[src/rtl/order_arbiter.sv]
// Round-robin order arbiter feeding one matching engine, with a settle window after each issue.
// Define ARB_FIXED_PRIO_EN to select fixed lowest-index-wins priority instead of round-robin.
module order_arbiter #(
  parameter int N_REQ    = 4,
  parameter int PRICE_W  = 8,
  parameter int HOLD_CYC = 2
) (
  input  logic                         clk,
  input  logic                         reset,
  input  logic [N_REQ-1:0]             req_valid,
  input  logic [N_REQ*PRICE_W-1:0]     req_buy,
  input  logic [N_REQ*PRICE_W-1:0]     req_sell,
  input  logic                         halt_signal,
  output logic [N_REQ-1:0]             req_ready,
  output logic [PRICE_W-1:0]           buy_price,
  output logic [PRICE_W-1:0]           sell_price,
  output logic                         order_valid,
  output logic [$clog2(N_REQ)-1:0]     grant_id,
  output logic                         busy,
  output logic [7:0]                   issue_count
);

  localparam int         ID_W      = $clog2(N_REQ);
  localparam logic [3:0] HOLD_LOAD = 4'(HOLD_CYC - 1);

  typedef enum logic [1:0] {
    S_IDLE,
    S_ISSUE,
    S_WAIT,
    S_HALTED
  } state_t;

  state_t               r_state;
  state_t               w_state_nxt;
  logic [ID_W-1:0]      r_last_ptr;
  logic [ID_W-1:0]      r_grant_id;
  logic [PRICE_W-1:0]   r_buy;
  logic [PRICE_W-1:0]   r_sell;
  logic [3:0]           r_hold;
  logic [7:0]           r_count;

  logic                 w_found;
  logic [ID_W-1:0]      w_winner;
  logic [ID_W-1:0]      w_idx;
  logic                 w_accept;
  logic [PRICE_W-1:0]   w_sel_buy;
  logic [PRICE_W-1:0]   w_sel_sell;

  // NOTE: every signal written in always_comb gets a default first, so no path leaves it unassigned (no latch).
  always_comb begin
    w_found  = 1'b0;
    w_winner = '0;
    w_idx    = '0;
`ifdef ARB_FIXED_PRIO_EN
    for (int i = N_REQ - 1; i >= 0; i--) begin
      if (req_valid[i]) begin
        w_found  = 1'b1;
        w_winner = ID_W'(i);
      end
    end
`else
    // Search starts one past the last winner and wraps, so the last winner has lowest priority.
    for (int k = 1; k <= N_REQ; k++) begin
      w_idx = ID_W'((int'(r_last_ptr) + k) % N_REQ);
      if (!w_found && req_valid[w_idx]) begin
        w_found  = 1'b1;
        w_winner = w_idx;
      end
    end
`endif
  end

  assign w_sel_buy  = req_buy[int'(w_winner)*PRICE_W +: PRICE_W];
  assign w_sel_sell = req_sell[int'(w_winner)*PRICE_W +: PRICE_W];

  // Halt wins over any pending request, and nothing is accepted while reset is high.
  assign w_accept  = (r_state == S_IDLE) && !reset && !halt_signal && w_found;
  assign req_ready = w_accept ? (N_REQ'(1) << w_winner) : '0;

  always_comb begin
    w_state_nxt = r_state;
    unique case (r_state)
      S_IDLE: begin
        if (halt_signal)  w_state_nxt = S_HALTED;
        else if (w_found) w_state_nxt = S_ISSUE;
      end
      S_ISSUE: w_state_nxt = S_WAIT;
      S_WAIT: begin
        if (r_hold == 4'd0) w_state_nxt = halt_signal ? S_HALTED : S_IDLE;
      end
      S_HALTED: begin
        if (!halt_signal) w_state_nxt = S_IDLE;
      end
      default: w_state_nxt = S_IDLE;
    endcase
  end

  // NOTE: sequential state uses non-blocking assignments so every register samples pre-edge values.
  always_ff @(posedge clk) begin
    if (reset) begin
      r_state    <= S_IDLE;
      r_last_ptr <= ID_W'(N_REQ - 1);
      r_grant_id <= '0;
      r_buy      <= '0;
      r_sell     <= '0;
      r_hold     <= '0;
      r_count    <= '0;
    end else begin
      r_state <= w_state_nxt;
      if (w_accept) begin
        r_buy      <= w_sel_buy;
        r_sell     <= w_sel_sell;
        r_grant_id <= w_winner;
        r_last_ptr <= w_winner;
      end
      if (r_state == S_ISSUE) begin
        r_hold <= HOLD_LOAD;
        if (r_count != 8'hFF) r_count <= r_count + 8'd1;
      end else if (r_state == S_WAIT && r_hold != 4'd0) begin
        r_hold <= r_hold - 4'd1;
      end
    end
  end

  assign buy_price   = r_buy;
  assign sell_price  = r_sell;
  assign grant_id    = r_grant_id;
  assign issue_count = r_count;
  assign order_valid = (r_state == S_ISSUE);
  assign busy        = (r_state != S_IDLE);

endmodule

[config.mk]
export PLATFORM = sky130hd
export DESIGN_NAME = order_arbiter
export DESIGN_NICKNAME = d
export VERILOG_FILES = /design/src/rtl/order_arbiter.sv
export SDC_FILE = /design/constraint.sdc
export NUM_CORES = 1
export LEC_CHECK = 0
export BUFFER_PORTS_ARGS = -buffer_cell sky130_fd_sc_hd__buf_2
export CORE_MARGIN = 2
export CORE_UTILIZATION = 47
export DETAILED_ROUTE_END_ITERATION = 7
export GPL_ROUTABILITY_DRIVEN = 0
export PLACE_DENSITY = 0.9
export SLEW_MARGIN = 20
export SYNTH_ARGS = -nofsm -noshare
export SYNTH_HDL_FRONTEND = slang
export SYNTH_SLANG_ARGS = --single-unit
[constraint.sdc]
create_clock -name clk -period 1.9 [get_ports clk]
set_input_delay 0.095 -clock clk [delete_from_list [all_inputs] [get_ports clk]]
set_output_delay 0.095 -clock clk [all_outputs]
set_load 0.02 [all_outputs]
==> results.rst <==
.. list-table::
   :header-rows: 1

   * - Metric
     - Value
   * - Count of inserted antenna diode cells
     - 0
   * - Total core area
     - approximately 0.0044 sq mm
   * - CTS max path bufs
     - 2
   * - Total wire length
     - 5.842 mm
   * - Level count of the clock H-tree
     - 2
   * - Library cell with the largest summed area after synthesis
     - dfxtp_1
   * - Normalized max-slew margin
     - 0.2817
   * - Final max-slew violation count
     - 0
   * - Via count
     - between 2000 and 2500
   * - Post-DP HPWL
     - about 4.3 mm
   * - Hold path startpoint
     - reset
   * - Layout cell share with drive strength beyond 1
     - 0.4342
   * - RSZ-0062 raised after global routing
     - yes
   * - Crit-path max FO
     - 16
   * - PortBufs
     - between 100 and 150
   * - Startpoint of the worst-slack reg-to-reg timing path
     - r_state[1]
   * - Number of nets at the end of the flow
     - approximately 430
   * - Routed length per instance
     - ~14 um
   * - Maximum vdd ir drop
     - between 300 and 400 uV
   * - Count of yosys warnings during synthesis
     - 0
   * - Final setup skew
     - 0.002035 ns
   * - CP cell instances
     - or2_4, or4_4, buf_12, nor3b_2, mux2i_1, o211ai_1
   * - Mean number of vias per cell
     - ~5.4
   * - Overall die width
     - 71.63 um
   * - Summed instance area of the synthesized netlist
     - ~0.0021 sq mm
   * - Number of buffers inserted during clock tree synthesis
     - 5
   * - Most frequent cells in the layout
     - buf_2, mux2i_1, dfxtp_1, nor2_1
   * - Global-route wire length before repair
     - ~9 mm
   * - Worst EP required
     - 2.11 ns
   * - Worst-skew pair later-pin latency
     - between 0.2 and 0.3 ns
   * - CTS root buffer
     - clkbuf_8
   * - Global Route Usage Sum
     - 0.2191
   * - Run status
     - finished clean
   * - Area fraction of the dominant cell type after synthesis
     - 0.3166
   * - Chip height
     - slightly above 70 um
   * - First-pass detailed-route iteration total
     - 4
   * - Initial cell density of the core
     - 0.4903
   * - Worst Tran Pin Value
     - ~1.1 ns
   * - Drt initial violations
     - between 100 and 150
   * - Share of the core filled with cells in the final layout
     - 0.6795
   * - Fraction of power consumed by combinational cells
     - 0.314
   * - Switching power
     - 0.6625 mW
   * - Hold depth
     - 2
   * - Biggest area contributors in the synthesized netlist
     - dfxtp_1, mux2i_1, nor3b_2, o211ai_1, nor3_1
   * - Maximum clock frequency
     - about 550 MHz
   * - Length in cells of the worst reg-to-reg path
     - 6
   * - Share of the clock period used by the worst path after layout
     - 0.9540
   * - Number of synthesized register bits
     - 34
   * - Critical path capture point type
     - flop
   * - Final hold viol count
     - 0
   * - Clock network power share
     - 0.300
   * - Initial antenna violation count
     - 0
   * - Max-cap check violation count
     - 0
   * - Grt ovf
     - 0
   * - Main flop type after synthesis
     - dfxtp_1
   * - Classification of the worst setup path
     - flop to flop
   * - Seq/Total Area, Yosys
     - 0.3166
   * - Total power divided by cell area
     - approximately 720 mW/mm^2
   * - Clock Pin Slew Worst Setup and Hold Paths
     - about 0.060 ns
   * - Number of buffers and inverters on the critical path
     - 1
   * - Fin crit period
     - 1.813 ns
   * - Worst stage delay on the critical path
     - ~0.53 ns
   * - Synth-to-Final Area Change
     - 38.59%
   * - Leakage power total
     - around 1.4 nW
   * - Count of cell instances traversed by the critical path
     - 6
   * - Largest net degree at the start of global routing
     - 33
   * - Hold Crit Class
     - input port to flop
   * - Number of global-route vias before repair
     - 2069
   * - Hold EP
     - grant_id[1]
   * - Worst slack, placed
     - roughly 0.092 ns
   * - Post-route worst hold slack
     - 0.08648 ns
   * - Internal Power
     - 1.476 mW
   * - Number of standard-cell rows in the floorplan
     - 24
   * - Post-route worst setup slack
     - between 0.08 and 0.09 ns
   * - Number of flops mapped to enable cells by yosys
     - 0
   * - Switching power as a share of total power
     - 0.3098
   * - ANT nets after route
     - 0
   * - Reg power frac
     - 0.385
   * - Clock sinks
     - 34
   * - Share of synthesized flip-flops with an asynchronous set or reset
     - 0
   * - Per-instance average area after synthesis
     - about 8.7 sq um
   * - Cell count after synthesis
     - around 250
   * - DIE AREA
     - between 0.005 and 0.006 sq mm
   * - Crit path max-delay family
     - simple AND/OR/NAND/NOR gates
   * - Number of remaining DRC errors
     - 0
   * - Slowest cell on crit path
     - or4_4
   * - End of the worst register-to-register path
     - buy_price[1]
   * - Count of filler cells inserted in the layout
     - between 300 and 400
   * - Reg2reg setup slack
     - just under 0.09 ns
   * - CTS tree
     - built
   * - Nature of the critical path startpoint
     - flop
   * - CP arrival
     - between 2 and 2.5 ns
   * - Number of nets produced by synthesis
     - about 320
   * - Final setup vio count
     - 0
   * - Number of ports placed on the die boundary
     - between 100 and 150
   * - Most common cell after layout, fill and taps aside
     - buf_2
   * - Number of distinct standard cells referenced by the synthesized netlist
     - 39
state kept, by name (all words and copies together) (netlist names):
register	cells
grant_id	2
r_state	2
r_last_ptr	2
issue_count	8
buy_price	8
r_hold	4
sell_price	8
how the worst max path moves through the flow:
stage	slack (ns)	endpoint	startpoint
2_1_floorplan	0.19	buy_price[0]	r_state[1]
3_3_place_gp	0.16	sell_price[0]	r_state[1]
3_5_place_dp	0.09	buy_price[0]	req_valid[1]
4_1_cts	0.03	req_ready[2]	r_last_ptr[1]
5_1_grt	-0.03	req_ready[2]	r_state[1]
6_report	0.09	buy_price[1]	r_state[1]
timing repair:
action,in CTS,in global routing
setup buffers,0,2
hold buffers,0,0
resized for setup,3,11
endpoints found under the hold margin,0,0
gates cloned,0,1
pin swaps,1,0
setup endpoints to repair,2,9
metrics by stage:
| stage | instances | TNS (ns) | power, mW | cell area [sq um] |
|---|---|---|---|---|
| floorplan | 248 | 0 | 1.237 | 2150 |
| global route | 409 | -0.08162 | 2.245 | 2979 |
| finish | 409 | 0 | 2.138 | 2979 |
| CTS | 406 | 0 | 2.133 | 2895 |
| global placement | 398 | 0 | 1.452 | 2774 |
| detailed placement | 398 | 0 | 1.478 | 2774 |
per-layer routing:
layer,vias to the layer above,routed length (um),global-route usage
met5,-,0,0
met4,0,89,0.08595
met3,10,477,0.05204
met2,94,2886,0.3899
met1,1009,2388,0.2522
li1,1095,-,-
synthesized netlist by cell type, types with 2 or more instances:
| cell type | instances |
|---|---|
| nand2b_1 | 3 |
| clkbuf_1 | 4 |
| nor3b_2 | 18 |
| o211ai_1 | 16 |
| nor2_1 | 24 |
| or3_1 | 2 |
| nor2b_1 | 2 |
| o21ai_1 | 2 |
| nand3_1 | 6 |
| nor3_1 | 21 |
| nor3b_1 | 2 |
| dfxtp_1 | 34 |
| o21ai_0 | 2 |
| a21oi_1 | 4 |
| inv_1 | 16 |
| buf_2 | 8 |
| nand2_1 | 20 |
| ha_1 | 2 |
| xnor2_1 | 5 |
| buf_6 | 3 |
| mux2i_1 | 34 |
| xor2_1 | 3 |
layout make-up:
type / count / area [sq um] / share of cell area
inverters: 16 / 60.06 / 0.02016
well taps: 52 / 65.06 / 0.02184
flip-flops and latches: 34 / 681.9 / 0.2289
multi-input cells: 182 / 1366 / 0.4586
clock buffers: 7 / 76.32 / 0.02562
clock inverters: 1 / 30.03 / 0.01008
repair buffers: 117 / 699.4 / 0.2348
cell families after synthesis:
kind of cell | Yosys count | synth area share
buffers and inverters | 32 | 0.07101
AOI/OAI and AO/OA | 32 | 0.1071
muxes | 34 | 0.1583
xor gates and xnor gates | 8 | 0.03260
DFF | 34 | 0.3166
adders and majority gates | 2 | 0.01164
and+or+nand+nor | 106 | 0.3027
power groups by stage:
stage          registers [mW]  logic (mW)  clock network (mW)
2_1_floorplan           0.887       0.350                   0
3_3_place_gp            0.834       0.618                   0
3_5_place_dp            0.837       0.641                   0
4_1_cts                 0.822       0.650               0.661
5_1_grt                 0.831       0.729               0.685
6_report                0.824       0.672               0.642
Power figures use the tool's default switching activity.
